==> src/rtl/cnt_event_logger_pkg.sv <==
// Shared types and default parameters for the counter event logger.
package cnt_event_logger_pkg;

    typedef enum logic [1:0] {
        IDLE = 2'd0,
        RUN  = 2'd1,
        DONE = 2'd2
    } state_t;

    localparam int DEF_DW    = 4;
    localparam int DEF_TSW   = 16;
    localparam int DEF_DEPTH = 4;
    localparam int DEF_TERM  = 'hf;

endpackage

==> src/rtl/sync_fifo.sv <==
// Single-clock FIFO; a push into a full FIFO succeeds when a pop happens on the same edge.
module sync_fifo #(
    parameter int WIDTH = 8,
    parameter int DEPTH = 4
) (
    input  logic             clk,
    input  logic             rst,
    input  logic             push,
    input  logic [WIDTH-1:0] wdata,
    input  logic             pop,
    output logic [WIDTH-1:0] rdata,
    output logic             full,
    output logic             empty
);

    localparam int AW = $clog2(DEPTH);

    logic [WIDTH-1:0] mem [DEPTH];
    logic [AW:0]      wptr;
    logic [AW:0]      rptr;
    logic             do_push;
    logic             do_pop;

    // Extra pointer bit distinguishes full from empty when the indices match.
    assign empty   = (wptr == rptr);
    assign full    = (wptr[AW] != rptr[AW]) && (wptr[AW-1:0] == rptr[AW-1:0]);
    assign do_pop  = pop && !empty;
    assign do_push = push && (!full || do_pop);

    always_ff @(posedge clk) begin
        if (rst) begin
            wptr <= '0;
            rptr <= '0;
        end else begin
            if (do_push) wptr <= wptr + 1'b1;
            if (do_pop)  rptr <= rptr + 1'b1;
        end
    end

    always_ff @(posedge clk) begin
        if (do_push) mem[wptr[AW-1:0]] <= wdata;
    end

    // Head is masked while empty so the output reads zero out of reset.
    assign rdata = empty ? '0 : mem[rptr[AW-1:0]];

endmodule

==> src/rtl/cnt_event_logger.sv <==
// Logs timestamped changes of a monitored counter into a FIFO until the terminal count is seen.
module cnt_event_logger
    import cnt_event_logger_pkg::*;
#(
    parameter int          DW    = DEF_DW,
    parameter int          TSW   = DEF_TSW,
    parameter int          DEPTH = DEF_DEPTH,
    parameter logic [DW-1:0] TERM = DW'(DEF_TERM)
) (
    input  logic              clk,
    input  logic              rst,
    input  logic              start,
    input  logic [DW-1:0]     cnt_in,
    output logic              ev_valid,
    input  logic              ev_ready,
    output logic [TSW+DW-1:0] ev_data,
    output logic              done,
    output logic              ovf
);

    state_t         state;
    state_t         state_nx;
    logic [TSW-1:0] ts;
    logic           first;
    logic [DW-1:0]  cnt_prev_p1;
    logic           ev_push;
    logic           is_term;
    logic           fifo_full;
    logic           fifo_empty;

    assign ev_push  = (state == RUN) && (first || (cnt_in != cnt_prev_p1));
    assign is_term  = ev_push && (cnt_in == TERM);
    assign ev_valid = !fifo_empty;
    assign done     = (state == DONE);

    always_ff @(posedge clk) begin
        if (rst) state <= IDLE;
        else     state <= state_nx;
    end

    always_comb begin
        state_nx = state;
        case (state)
            IDLE:    if (start)   state_nx = RUN;
            RUN:     if (is_term) state_nx = DONE;
            DONE:    if (start)   state_nx = RUN;
            default:              state_nx = IDLE;
        endcase
    end

    // Run bookkeeping: a drop only counts when the FIFO is full and nothing leaves this edge.
    always_ff @(posedge clk) begin
        if (rst) begin
            ts    <= '0;
            first <= 1'b0;
            ovf   <= 1'b0;
        end else if ((state != RUN) && start) begin
            ts    <= '0;
            first <= 1'b1;
            ovf   <= 1'b0;
        end else if (state == RUN) begin
            ts    <= ts + 1'b1;
            first <= 1'b0;
            if (ev_push && fifo_full && !ev_ready) ovf <= 1'b1;
        end
    end

    // p1: previous-cycle counter value for change detection
    always_ff @(posedge clk) begin
        cnt_prev_p1 <= cnt_in;
    end

    sync_fifo #(
        .WIDTH (TSW + DW),
        .DEPTH (DEPTH)
    ) u_fifo (
        .clk   (clk),
        .rst   (rst),
        .push  (ev_push),
        .wdata ({ts, cnt_in}),
        .pop   (ev_ready),
        .rdata (ev_data),
        .full  (fifo_full),
        .empty (fifo_empty)
    );

endmodule
==> config.mk <==
export PLATFORM = sky130hd
export DESIGN_NAME = cnt_event_logger
export DESIGN_NICKNAME = d
export VERILOG_FILES = /design/src/rtl/cnt_event_logger_pkg.sv /design/src/rtl/sync_fifo.sv /design/src/rtl/cnt_event_logger.sv
export SDC_FILE = /design/constraint.sdc
export NUM_CORES = 1
export LEC_CHECK = 0
export ABC_CLOCK_PERIOD_IN_PS = 4500
export CORE_UTILIZATION = 53
export CTS_CLUSTER_SIZE = 10
export DETAILED_ROUTE_END_ITERATION = 10
export HOLD_SLACK_MARGIN = 0.1
export PLACE_DENSITY = 0.73
export REMOVE_ABC_BUFFERS = 1
export SETUP_SLACK_MARGIN = 0.3
export SYNTH_ARGS = -nofsm -noshare
export SYNTH_HDL_FRONTEND = slang
export SYNTH_SLANG_ARGS = --single-unit
==> constraint.sdc <==
create_clock -name clk -period 4.5 [get_ports clk]
set_input_delay 1.35 -clock clk [delete_from_list [all_inputs] [get_ports clk]]
set_output_delay 1.35 -clock clk [all_outputs]
set_load 0.01 [all_outputs]
# Word-level counts from Yosys, hierarchy flattened
# Memory sizes are Yosys's and may differ from the RTL's. A register that Yosys moved wholly into a read port is not among the register bits.
# Cells that the tools add are included.
# word_totals
regBits	30
mem_count	1
ramBits	80
# memory_table
name	depth	word_bits	rd	rd_ports_with_merged_regs	write_ports	line	text
u_fifo.mem	4	20	1	1	1	sync_fifo.sv:18	logic [WIDTH-1:0] mem [DEPTH];
# op_classes
eq_ne	10
n_reduce_logical	19
muxes	10
n_addsub	3
# op_table
op	n
2-to-1 mux 20 bit	1
adder 16 x 1 -> 16 bit (second input constant)	1
logical AND 1 bit	8
2-to-1 mux 2 bit	4
adder 3 x 1 -> 3 bit (second input constant)	2
== test 4 bit (second input constant)	1
2-to-1 mux 1 bit	4
inequality test 2 x 1 -> 1 bit (second input constant)	2
inequality test 4 bit	1
case mux 2 bit (2 select lines)	1
AND reduction 2 bit	2
OR reduction 2 bit	2
== test 3 bit	1
zero test 1 bit	3
== test 2 x 1 -> 1 bit (second input constant)	1
== test 2 bit	1
== test 2 bit (second input constant)	1
zero test 2 bit	1
logical OR 1 bit	2
inequality test 2 bit (second input constant)	1
nonzero test 2 bit	1
inequality test 1 bit	1

# Logic depth before layout (Yosys ltp)
# depth
word_depth	7
ltp_mapped	5

# Modules after synthesis
# From an unflattened synthesis, not the netlist that was laid out.
# hier_totals
hier_cells	294
hier_area_um2	4561.9
# modules_own_cells
module	seq_area_each_um2	instances	cells_per_inst	area_each_um2
sync_fifo	2562.5	1	180	3505.9
cnt_event_logger	480.5	1	114	1056.0

# Worst setup path before layout
# No wires, ideal clock.
# synth_timing
path_kind	in2reg
startpoint	input port cnt_in[0]
endpoint	register u_fifo.wptr[2]
path_buffers	0
t_arrival_ns	3.041
stages	4
slack_ns	1.336
cell_sequence	nand2b_1 o2111a_1 a211oi_2 mux2_1
# synth_between
elab_chain_cells	4
# synth_lines
item	line	text
start, declared	cnt_event_logger.sv:13	input logic [DW-1:0] cnt_in,
inequality test 4 bit	cnt_event_logger.sv:31	assign ev_push = (state == RUN) && (first || (cnt_in != cnt_prev_p1));
logical OR 1 bit	cnt_event_logger.sv:31	
logical AND 1 bit	cnt_event_logger.sv:31	
logical AND 1 bit	sync_fifo.sv:28	assign do_push = push && (!full || do_pop);
end signal, assigned	sync_fifo.sv:35	if (do_push) wptr <= wptr + 1'b1;
end, declared	sync_fifo.sv:19	logic [AW:0] wptr;
# Every way passes these cells.
# A chain may end at the register's enable or synchronous reset.

==> impl_metrics.env <==
export IMPL_drt_iter0_markers=142
export IMPL_numClockSinks=112
export IMPL_numPlacedInstances=423
export IMPL_post_layout_total_power_mw=2.30
export IMPL_setup_repair_after_global_routing_missed_its_margin="false"
export IMPL_setup_tns_ps=0
export IMPL_worstPathCellList="buf_4 > mux4_2 > nor2b_1 > clkdlybuf4s50_1"
export IMPL_placementRows=33
export IMPL_critical_path_arrival_ps=2270
export IMPL_cts_repair_timing_setup_buffer_count=0
export IMPL_detailedPlacementHpwl_um=4790
export IMPL_remaining_drc_errors=0
export IMPL_timing_hold_worst_start="ovf"
export IMPL_yosys_register_bits=112
export IMPL_synth_xor_xnor_area_share_pct=3.47
export IMPL_hold_viol=0
export IMPL_multi_input_comb_area_um2=1450
export IMPL_finalWeightedCongestion=0.790
export IMPL_netlist_instances=288
export IMPL_grt_pass1_wl_um=12000
export IMPL_num_io_pins=31
export IMPL_worst_r2r_startpoint="state[0]"
export IMPL_final_core_util_pct=63.6
export IMPL_number_of_max_slew_violations_in_the_final_report=0
export IMPL_cts_tree="built"
export IMPL_dp_worst_setup_slack_ps=789
export IMPL_finalCritPeriodShare_pct=80.4
export IMPL_grt_ovfl_total=0
export IMPL_layout_area_seq_um2=3040
export IMPL_power_static_leakage_nw=1.75
export IMPL_vias_per_cell=5.44
export IMPL_routed_via_count=2389
export IMPL_htree_levels=3
export IMPL_synth_enable_flop_cells=80
export IMPL_timing_final_setup_violations=0
export IMPL_clk_pin_slew_ps=100
export IMPL_synth_simple_area_share_pct=11.2
export IMPL_netlist_top_cells_count="edfxtp_1 (80), dfxtp_1 (32), nor2b_1 (24)"
export IMPL_seq_power_share_pct=50.6
export IMPL_grt_start_max_net_pins=22
export IMPL_synth_compound_area_share_pct=4.62
export IMPL_switching_power_uw=566
export IMPL_worst_r2r_cell_count=5
export IMPL_largest_fanout_of_any_net_on_the_critical_path=20
export IMPL_placed_area_um2=5020
export IMPL_main_combinational_cell_family_by_area_after_synthesis="simple AND/OR/NAND/NOR gates"
export IMPL_cp_start_kind="flip-flop"
export IMPL_max_vdd_ir_drop_mv=0.301
export IMPL_worstMarginPinSlew_ps=653
export IMPL_seq_area_frac_synth_pct=66.9
export IMPL_core_region_area_um2=8260
export IMPL_async_reset_ff_share_pct=0
export IMPL_stdcell_area_um2=5260
export IMPL_antenna_violations_before_repair=0
export IMPL_vias_in_the_first_global_route=2372
export IMPL_clock_insertion_delay_worst_skew_ps=360
export IMPL_synth_flop_cell="edfxtp_1"
export IMPL_crit_required_ps=3150
export IMPL_syn_area_um2=4550
export IMPL_yosysTopAreaCell="edfxtp_1"
export IMPL_nFillCells=610
export IMPL_drtPass1Iterations=6
export IMPL_postSynthAreaPerCell_um2=15.8
export IMPL_clockPowerShare_pct=28.9
export IMPL_post_cts_hold_buffer_count=0
export IMPL_ratio_of_cells_with_drive_above_1_in_the_final_layout_pct=16.5
export IMPL_initial_cell_density_of_the_core_pct=55.0
export IMPL_power_switching_share_pct=24.6
export IMPL_muxShareOfSynthArea_pct=10.8
export IMPL_worst_path_max_delay_cell="mux4_2"
export IMPL_ctsRootBufferMaster="clkbuf_8"
export IMPL_worst_hold_path_endpoint="ovf"
export IMPL_pwr_share_comb_pct=20.5
export IMPL_fmax_mhz=276
export IMPL_clock_skew_final_ps=11.6
export IMPL_worst_slack_ps=881
export IMPL_run_status="completed"
export IMPL_antenna_left=0
export IMPL_cts_resized=0
export IMPL_ys_types=39
export IMPL_post_synth_main_area_contributors="edfxtp_1 (53%), dfxtp_1 (14%), mux4_2 (9.9%), nor2b_1 (3.3%), xor2_1 (2.1%)"
export IMPL_place_port_buffers=30
export IMPL_globalRouteTotalUtil_pct=18.7
export IMPL_chipWidth_um=94.6
export IMPL_fin_cells=439
export IMPL_hold_depth=1
export IMPL_worstSetupPathType="flip-flop to output port"
export IMPL_whs_ps=481
export IMPL_detail_route_wl_per_cell_um=16.7
export IMPL_synth_adder_area_share_pct=1.65
export IMPL_timing_rr_end="u_fifo.mem[2][4]"
export IMPL_cp_max_stage_delay_ps=560
export IMPL_layout_nets=343
export IMPL_p_int_mw=1.74
export IMPL_cts_root_to_sink_buffers=2
export IMPL_wirelength_um=7340
export IMPL_insertedDiodeCount=0
export IMPL_relative_slew_margins_pct=56.5
export IMPL_max_cap_violation_count=0
export IMPL_timing_final_crit_period_ps=3620
export IMPL_p_per_area_nw_per_um2=438
export IMPL_die_height_um=94.6
export IMPL_yosys_cell_count_top_type="edfxtp_1"
export IMPL_timing_reg2reg_setup_slack_ps=2270
export IMPL_setup_worst_path_end_class="output port"
export IMPL_yosys_area_top_type_share_pct=52.8
export IMPL_synth_to_layout_area_growth_pct=15.6
export IMPL_hold_path_class="flip-flop to flip-flop"
export IMPL_yosysWarnings=0
export IMPL_tritoncts_num_buffers=9
export IMPL_dieArea_um2=8950
## power groups by stage
| stage | Sequential [mW] | Clock, mW | Combinational [mW] |
|---|---|---|---|
| CTS | 1.17 | 0.677 | 0.483 |
| detailed placement | 1.19 | 0 | 0.482 |
| global route | 1.17 | 0.718 | 0.517 |
| global placement | 1.19 | 0 | 0.479 |
| finish | 1.17 | 0.666 | 0.471 |
| floorplan | 1.21 | 0 | 0.250 |
## metal layers
| metal | GRT usage (%) | routed length [µm] | up-vias |
|---|---|---|---|
| li1 | - | - | 1175 |
| met1 | 25.3 | 3500 | 1177 |
| met2 | 30.2 | 3580 | 27 |
| met3 | 2.90 | 127 | 10 |
| met4 | 7.83 | 129 | 0 |
| met5 | 0 | 0 | - |
## registers in the layout, indices dropped and copies added, names as in the netlist, named ones only
register	count
first	1
u_fifo.wptr	3
u_fifo.rptr	3
u_fifo.mem	80
cnt_prev_p1	4
state	2
ovf	1
ts	16
## how the worst max path moves through the flow
stage | end | start | cells after the start | slack [ps]
final | ev_data[15] | flip-flop | 4 | 880
after global routing | ev_data[15] | flip-flop | 4 | 750
after CTS | ev_data[0] | flip-flop | 4 | 810
after detailed placement | u_fifo.mem[2][2] | cnt_in[3] | 5 | 790
after global placement | u_fifo.mem[2][2] | cnt_in[3] | 5 | 870
after floorplan | ev_valid | u_fifo.wptr[1] | 3 | 1250
## critical path: cells and delay by family, from the launching register on
family | cells | cell delay, ps
mux | 1 | 560
buf+inv | 2 | 860
simple gates | 1 | 150
flops | 1 | 320
## layout make-up
type / instances / area share (%)
Clock buffer: 10 / 2.62
Clock inverter: 6 / 1.81
Inverter: 7 / 0.500
Multi-Input combinational cell: 161 / 27.6
Sequential cell: 112 / 57.9
Tap cell: 105 / 2.50
Timing Repair Buffer: 38 / 7.10
## logic make-up (layout without fill, tap and decap cells)
family / after synthesis / count (layout)
xor gates and xnor gates: 18 / 18
adders and majority gates: 6 / 6
DFF: 112 / 112
and+or+nand+nor: 87 / 87
muxes: 24 / 24
AOI/OAI and AO/OA: 26 / 26
buffers and inverters: 15 / 61
## cell usage in the layout (no fill, tap or decap), types with 7 or more instances in the layout
| cell | instances |
|---|---|
| buf_4 | 7 |
| clkbuf_8 | 10 |
| nand4_1 | 7 |
| a21oi_1 | 8 |
| nor2b_1 | 24 |
| edfxtp_1 | 80 |
| clkdlybuf4s50_1 | 30 |
| nand2_1 | 7 |
| dfxtp_1 | 32 |
| xnor2_1 | 7 |
| xor2_1 | 11 |
| mux4_2 | 20 |
| inv_1 | 7 |
| nor2_1 | 19 |
No activity file was read; power rests on OpenSTA's default activity.
